===== src/rtl/pipe_pkg.sv =====
// Shared types and constants for the pipeline stall/flush controller.
package pipe_pkg;

  localparam int REG_W = 4;
  localparam logic [REG_W-1:0] R0 = '0;

  typedef enum logic [1:0] {
    RUN   = 2'd0,
    IMISS = 2'd1,
    DMISS = 2'd2,
    HALT  = 2'd3
  } state_t;

endpackage


===== src/rtl/hazard_detect.sv =====
// Load-use comparator: a load in EX writes a register the ID
// instruction reads, so ID must wait one cycle.
module hazard_detect
  import pipe_pkg::*;
(
  input  logic [REG_W-1:0] ifid_rs,
  input  logic [REG_W-1:0] ifid_rt,
  input  logic             ifid_uses_rs,
  input  logic             ifid_uses_rt,
  input  logic             idex_memread,
  input  logic [REG_W-1:0] idex_rd,
  output logic             load_use
);

  logic rs_hit;
  logic rt_hit;

  assign rs_hit = ifid_uses_rs && (ifid_rs == idex_rd);
  assign rt_hit = ifid_uses_rt && (ifid_rt == idex_rd);

  // r0 is hardwired, so a load targeting it never creates a hazard
  assign load_use = idex_memread && (idex_rd != R0) && (rs_hit || rt_hit);

endmodule


===== src/rtl/pipe_ctrl.sv =====
// Central stall/flush controller for the 5-stage pipeline:
// load-use, branch squash, cache-miss stalls and HLT freeze.
module pipe_ctrl
  import pipe_pkg::*;
#(
  parameter int MEM_LAT = 4,
  parameter int CNT_W   = 16
) (
  input  logic             clk,
  input  logic             rst,
  input  logic [REG_W-1:0] ifid_rs,
  input  logic [REG_W-1:0] ifid_rt,
  input  logic             ifid_uses_rs,
  input  logic             ifid_uses_rt,
  input  logic             idex_memread,
  input  logic [REG_W-1:0] idex_rd,
  input  logic             branch_taken,
  input  logic             imem_miss,
  input  logic             dmem_miss,
  input  logic             memwb_hlt,
  output logic             pc_wen,
  output logic             ifid_wen,
  output logic             idex_wen,
  output logic             exmem_wen,
  output logic             memwb_wen,
  output logic             ifid_flush,
  output logic             idex_flush,
  output logic             exmem_flush,
  output logic             memwb_flush,
  output logic             halted,
  output logic [CNT_W-1:0] stall_cycles
);

  localparam int CW = (MEM_LAT > 2) ? $clog2(MEM_LAT) : 1;
  localparam logic [CW-1:0] CNT_LOAD = CW'(MEM_LAT - 2);

  state_t        state, state_n;
  logic [CW-1:0] cnt, cnt_n;
  logic          load_use;
  logic          take_br;

  hazard_detect u_hz (
    .ifid_rs      (ifid_rs),
    .ifid_rt      (ifid_rt),
    .ifid_uses_rs (ifid_uses_rs),
    .ifid_uses_rt (ifid_uses_rt),
    .idex_memread (idex_memread),
    .idex_rd      (idex_rd),
    .load_use     (load_use)
  );

  // a load-use stall holds ID, so its branch decision is not final yet
  assign take_br = branch_taken && !load_use;

  always_ff @(posedge clk or posedge rst) begin
    if (rst) begin
      state <= RUN;
      cnt   <= '0;
    end else begin
      state <= state_n;
      cnt   <= cnt_n;
    end
  end

  always_comb begin
    state_n = state;
    cnt_n   = cnt;
    unique case (state)
      RUN: begin
        if (memwb_hlt) begin
          state_n = HALT;
        end else if (dmem_miss) begin
          state_n = DMISS;
          cnt_n   = CNT_LOAD;
        end else if (imem_miss && !take_br) begin
          state_n = IMISS;
          cnt_n   = CNT_LOAD;
        end
      end
      IMISS: begin
        if (take_br || cnt == '0) begin
          state_n = RUN;
        end else begin
          cnt_n = cnt - 1'b1;
        end
      end
      DMISS: begin
        if (cnt == '0) begin
          state_n = RUN;
        end else begin
          cnt_n = cnt - 1'b1;
        end
      end
      HALT: state_n = HALT;
      default: state_n = RUN;
    endcase
  end

  always_comb begin
    pc_wen      = 1'b1;
    ifid_wen    = 1'b1;
    idex_wen    = 1'b1;
    exmem_wen   = 1'b1;
    memwb_wen   = 1'b1;
    ifid_flush  = 1'b0;
    idex_flush  = 1'b0;
    exmem_flush = 1'b0;
    memwb_flush = 1'b0;
    halted      = 1'b0;
    if (rst) begin
      pc_wen      = 1'b0;
      ifid_wen    = 1'b0;
      idex_wen    = 1'b0;
      exmem_wen   = 1'b0;
      memwb_wen   = 1'b0;
      ifid_flush  = 1'b1;
      idex_flush  = 1'b1;
      exmem_flush = 1'b1;
      memwb_flush = 1'b1;
    end else begin
      unique case (state)
        RUN: begin
          if (memwb_hlt) begin
            pc_wen    = 1'b0;
            ifid_wen  = 1'b0;
            idex_wen  = 1'b0;
            exmem_wen = 1'b0;
            memwb_wen = 1'b0;
          end else if (dmem_miss) begin
            pc_wen      = 1'b0;
            ifid_wen    = 1'b0;
            idex_wen    = 1'b0;
            exmem_wen   = 1'b0;
            memwb_flush = 1'b1;
          end else if (load_use) begin
            pc_wen     = 1'b0;
            ifid_wen   = 1'b0;
            idex_flush = 1'b1;
          end else if (branch_taken) begin
            ifid_flush = 1'b1;
          end else if (imem_miss) begin
            pc_wen     = 1'b0;
            ifid_flush = 1'b1;
          end
        end
        IMISS: begin
          if (load_use) begin
            pc_wen     = 1'b0;
            ifid_wen   = 1'b0;
            idex_flush = 1'b1;
          end else if (branch_taken) begin
            ifid_flush = 1'b1;
          end else begin
            pc_wen     = 1'b0;
            ifid_flush = 1'b1;
          end
        end
        DMISS: begin
          pc_wen      = 1'b0;
          ifid_wen    = 1'b0;
          idex_wen    = 1'b0;
          exmem_wen   = 1'b0;
          memwb_flush = 1'b1;
        end
        HALT: begin
          pc_wen    = 1'b0;
          ifid_wen  = 1'b0;
          idex_wen  = 1'b0;
          exmem_wen = 1'b0;
          memwb_wen = 1'b0;
          halted    = 1'b1;
        end
        default: ;
      endcase
    end
  end

  always_ff @(posedge clk or posedge rst) begin
    if (rst) begin
      stall_cycles <= '0;
    end else if (!pc_wen && stall_cycles != {CNT_W{1'b1}}) begin
      stall_cycles <= stall_cycles + 1'b1;
    end
  end

endmodule

===== config.mk =====
export PLATFORM = sky130hd
export DESIGN_NAME = pipe_ctrl
export DESIGN_NICKNAME = d
export VERILOG_FILES = /design/src/rtl/pipe_pkg.sv /design/src/rtl/hazard_detect.sv /design/src/rtl/pipe_ctrl.sv
export SDC_FILE = /design/constraint.sdc
export NUM_CORES = 1
export LEC_CHECK = 0
export CORE_MARGIN = 5
export CORE_UTILIZATION = 45
export DETAILED_ROUTE_END_ITERATION = 7
export PLACE_DENSITY = 0.89
export SETUP_SLACK_MARGIN = 0.2
export SKIP_LAST_GASP = 1
export SYNTH_ARGS = -nofsm -noshare
export SYNTH_HDL_FRONTEND = slang
export SYNTH_SLANG_ARGS = --single-unit

===== constraint.sdc =====
create_clock -name clk -period 6 [get_ports clk]
set_input_delay 0.9 -clock clk [delete_from_list [all_inputs] [get_ports clk]]
set_output_delay 0.9 -clock clk [all_outputs]
set_load 0.01 [all_outputs]

; Yosys cells after proc, flatten, opt, wreduce, memory -nomap -nowiden
; Cells that the tools add are included.
[totals]
register_bits = 20
latchBits = 0
ramBits = 0
mem_bits_ro = 0
in_bits = 21
mem_count = 0
[op_classes]
addsub = 2
n_mul = 0
div_mod_pow = 0
n_lt_le_gt_ge = 0
eq_ne = 13
n_shift = 0
mux = 52
bitwise = 0
n_reduce_logical = 19
[op_table]
columns = cell, count
row1 = 1-bit 2-to-1 mux, 33
row2 = 2-bit 2-to-1 mux, 10
row3 = 16-bit by 1-bit adder with 16-bit output (second input constant), 1
row4 = 16-bit inequality test (second input constant), 1
row5 = 2-bit inequality test (second input constant), 5
row6 = 1-bit case mux with 2 select lines, 5
row7 = 4-bit == test, 2
row8 = 2-bit case mux with 4 select lines, 1
row9 = 1-bit logical AND, 7
row10 = 1-bit case mux with 3 select lines, 2
row11 = 2-bit case mux with 3 select lines, 1
row12 = 5-bit AND reduction, 1
row13 = 2-bit == test (second input constant), 2
row14 = 2-bit logical NOT, 2
row15 = 4-bit inequality test (second input constant), 1
row16 = 4-bit nonzero test, 1
row17 = 1-bit logical NOT, 3
row18 = 3-bit inequality test (second input constant), 1
row19 = 3-bit AND reduction, 1
row20 = 3-bit nonzero test, 1
row21 = 2-bit by 1-bit == test with 1-bit output (second input constant), 1
row22 = 1-bit logical OR, 2
row23 = 2-bit OR reduction, 1
row24 = 2-bit by 1-bit subtractor with 2-bit output (second input constant), 1

; Depth between registers and ports, before layout
[logic_depth]
word_depth = 12
ltp_mapped = 10
mapped_depth_nobuf = 8

; Cells and area by module
; From an unflattened synthesis, not the netlist that was laid out.
[hier_totals]
cells_unflattened = 141
hier_area_um2 = 1336.3
[by_module_without_submodules]
columns = mod, instances, cells_each, area_each_um2, seq_area_each_um2
row1 = pipe_ctrl, 1, 127, 1232.4, 500.5
row2 = hazard_detect, 1, 14, 103.8, 0.0

; Least setup slack after synthesis
; Ideal clock, no wire load.
[synth_path]
kind = input-to-output
from = in idex_rd[0]
to = out pc_wen
arrival_time_ns = 1.879
t_required_ns = 5.100
slack_ns = 3.221
stages = 5
path_buffers = 2
cell_sequence = o41a_1 > nand4_1 > and3_1 > buf_6 > buf_12
[synth_via]
elab_chain_len = 9
word_cells_on_any_way = 14
[synth_lines]
columns = item, line_no
row1 = "start, declared", pipe_ctrl.sv:16  ; input logic [REG_W-1:0] idex_rd,
row2 = 4-bit == test (on tied branches), "hazard_detect.sv:18, hazard_detect.sv:19"
row3 = 1-bit logical AND (on tied branches), "hazard_detect.sv:18, hazard_detect.sv:19"
row4 = 1-bit logical OR, hazard_detect.sv:22  ; assign load_use = idex_memread && (idex_rd != R0) && (rs_hit || rt_hit);
row5 = 1-bit logical AND *, hazard_detect.sv:22
row6 = 1-bit 2-to-1 mux, pipe_ctrl.sv:135  ; end else if (load_use) begin
row7 = 1-bit 2-to-1 mux, pipe_ctrl.sv:129  ; end else if (dmem_miss) begin
row8 = 1-bit 2-to-1 mux, pipe_ctrl.sv:123  ; if (memwb_hlt) begin
row9 = 1-bit case mux with 3 select lines *, pipe_ctrl.sv:121  ; unique case (state)
row10 = 1-bit 2-to-1 mux *, pipe_ctrl.sv:110  ; if (rst) begin
row11 = "end, declared", pipe_ctrl.sv:21  ; output logic pc_wen,
; Every way passes the cells marked *; elsewhere a longest branch is shown, timed or not.

; Worst setup path in the final report
[layout_path]
from = in idex_rd[1]
to = out pc_wen
; Same word-level chain as after synthesis.

==> results.tsv <==
stage	metric	value	unit
logic_synthesis	asr flop ratio synth	100	%
critical_path	critical path arrival	3.40	ns
clock_network	H-tree Lvls	1	
floorplan	Die H	66.8	um
route	post-route ant nets	0	
clock_network	CTS tree	built	
global_route	grt ovf	0	
hold_path	worst hold stages	1	
cells_and_area	Area Overhead vs Synth	33.3	%
route	number of remaining DRC errors	0	
floorplan	width of the die	66.8	um
global_route	GR peak layer	met2	
global_route	first-pass GRT wire length	5220	um
critical_path	Max FO, Critical Path	17	
place	Final GP Congestion	0.782	
logic_synthesis	post-synthesis cell count	142	
logic_synthesis	synth cell count leaders	dfrtp_1, xor2_1, inv_1, nand2_1, nor2_1	
logic_synthesis	Cell variety after synth	42	
critical_path	crit path kind	input port to primary output	
global_route	GRT met1 Usage	17.9	%
critical_path	crit end category	primary output	
logic_synthesis	Synth Register Bits	20	
power	Leakage Power	0.830	nW
global_route	GR met2 Demand/Resource	27.1	%
critical_path	Critical Path, Cell by Cell	clkdlybuf4s50_1 -> o41a_1 -> nand4_1 -> and3_1 -> clkdlybuf4s50_1	
clock_network	CTS Sinks	20	
cells_and_area	Filler cells	256	
logic_synthesis	net count after synthesis	170	
floorplan	num rows	20	
global_route	largest net degree at the start of global routing	23	
clock_network	post-cts resize count	0	
power	Pwr per Cell Area	360	nW/um^2
route	drt initial violations	31	
global_route	gr usage total	15.2	%
clock_network	post-cts hold buffer count	0	
sta	RSZ-0062 raised after global routing	no	
critical_path	Top Family by Delay on Critical Path	buffers and inverters	
cells_and_area	# diodes	0	
clock_network	buffer count from post-CTS setup fixing	0	
logic_synthesis	top-area cell type share of the netlist area	34.5	%
critical_path	Worst Setup Start Kind	input port	
place	placed cell count	227	
route	Routed WL	3210	um
run_status	status	finished clean	
critical_path	slowest stage cell, crit path	and3_1	
route	Avg Vias per Cell	5.17	
global_route	initial antenna violation count	0	
cells_and_area	post-route insts no fill	230	
global_route	number of global-route vias before repair	1185	
cells_and_area	share of cells above drive strength 1	9.68	%
sta	final hold violation count	0	
sta	setup_tns	0	ns
critical_path	CP max stage delay	0.73	ns
logic_synthesis	top-count cell post-synth	dfrtp_1	
logic_synthesis	top cells by area, synth	dfrtp_1, xor2_1, ha_1	
logic_synthesis	post-synth top area cell	dfrtp_1	
critical_path	crit path buf inv count	2	
clock_network	Clock Latency Late Sink	0.29	ns
sta	Slew HR	34.3	%
critical_path	Crit path top cell by count	clkdlybuf4s50_1	
floorplan	Ports	47	
flow_run	Max-Cap Viols	0	
sta	Slew @ Worst Pin	0.978	ns
critical_path	R2R cell count	8	
floorplan	die area	4460	um^2
global_route	met3 Usage GRT	3.71	%
clock_network	Worst-path clk slew	0.10	ns
sta	fin. max-slew vios	0	
hold_path	HP Class	flip-flop to flip-flop	
logic_synthesis	Post-Syn Area	1450	um^2
logic_synthesis	Synth Area per Inst	10.2	um^2
cells_and_area	final core utilization	62.9	%
sta	achievable frequency	232	MHz
sta	Final Skew	0.00235	ns
floorplan	Core Region	3080	um^2
clock_network	total CTS buffers	3	
place	IO Port Bufs	46	
sta	post-route minimum period	4.30	ns
power	maximum vdd drop	300	uV
clock_network	clock buffer depth	2	
logic_synthesis	sequential fraction of the synthesis area	34.5	%
critical_path	CP required	5.10	ns
place	DP Wirelength	2570	um
route	Pre-antenna DRT Iters	6	
sta	number of setup violations in the final report	0	
route	drt wl/cell	13.9	um
cells_and_area	nets@finish	216	
logic_synthesis	Syn. warnings	0	
logic_synthesis	number of synthesized flops with an enable pin	0	
clock_network	Root Buffer	clkbuf_4	
sta	part of the cycle the worst path needs	71.7	%
floorplan	Starting Density	47.2	%
critical_path	critical path depth	5	
route	vias	1189	
logic_synthesis	commonest register cell after synthesis	dfrtp_1	
-- cells by family (layout without fill, tap and decap cells) --
group / Yosys count / count (layout) / synth area share, %
flops: 20 / 20 / 34.5
xor+xnor: 21 / 21 / 12.7
fa+ha+maj: 7 / 7 / 6.03
mux: 6 / 6 / 4.56
simple gates: 58 / 58 / 29.0
buf+inv: 14 / 58 / 6.03
compound gates: 16 / 16 / 7.24
-- registers in the layout (all words and copies together) (netlist names) --
name          flops
cnt               2
state             2
stall_cycles     16
-- power by group --
group	internal [mW]	leakage (nW)	total, mW	switching, mW
Combinational	0.214	0.571	0.406	0.192
Sequential	0.180	0.245	0.230	0.0496
Clock	0.0234	0.0138	0.0610	0.0376
Total	0.418	0.830	0.697	0.279
-- worst register-to-register path: stages, from the launching register on --
cell     delay [ns]
dfrtp_1        0.45
inv_1          0.10
ha_1           0.28
nor3b_1        0.35
a21oi_1        0.11
nor3_1         0.13
and3_1         0.73
nor2_2         0.13
mux2_1         0.34
-- stage by stage --
step	worst slack, ns	power [mW]	instance area (um^2)	hold WS [ns]
after floorplan	3.22	0.481	1450	0.481
after global placement	1.73	0.618	1910	0.475
after detailed placement	1.69	0.636	1910	0.482
after CTS	1.69	0.700	1940	0.496
after global routing	1.54	0.746	1940	0.512
final	1.70	0.697	1940	0.501
-- layout make-up --
type / count / area, um^2 / area share, %
sequential: 20 / 500 / 25.8
tap: 44 / 55.1 / 2.84
multi-input combinational: 108 / 865 / 44.6
inverter: 9 / 33.8 / 1.74
clock buffer: 3 / 22.5 / 1.16
timing repair buffer: 46 / 460 / 23.8
-- worst paths after layout --
path                            startpoint              end  slack, ns
min in group asynchronous              rst           cnt[1]       1.24
max reg2reg                       state[1]  stall_cycles[1]       3.28
min                        stall_cycles[9]  stall_cycles[9]       0.50
max                             idex_rd[1]           pc_wen       1.70
min reg2reg                stall_cycles[9]  stall_cycles[9]       0.50
max in group asynchronous              rst  stall_cycles[8]       4.27
-- routing by layer --
layer  share of wire [%]  up-vias
li1                    -      595
met3                 4.0        6
met5                   0        -
met2                  53       37
met4                 1.3        0
met1                  42      551
-- placed cells by master (no fill, tap or decap), types with 2 or more instances in the layout --
cell type,count
mux2_2,3
nor2_1,9
dfrtp_1,20
nor4b_4,3
nor3_1,6
o21ai_0,4
clkdlybuf4s50_1,46
ha_1,7
nand3_1,5
a21oi_1,5
nand4_1,3
nor4_4,2
inv_1,9
xor2_1,18
clkbuf_4,3
nor4_2,2
nand2_1,9
mux2_1,2
xnor2_1,3
and4b_1,2
nor2b_1,3
nand2b_1,2
and3_1,2
(Power assumes the default switching activity.)
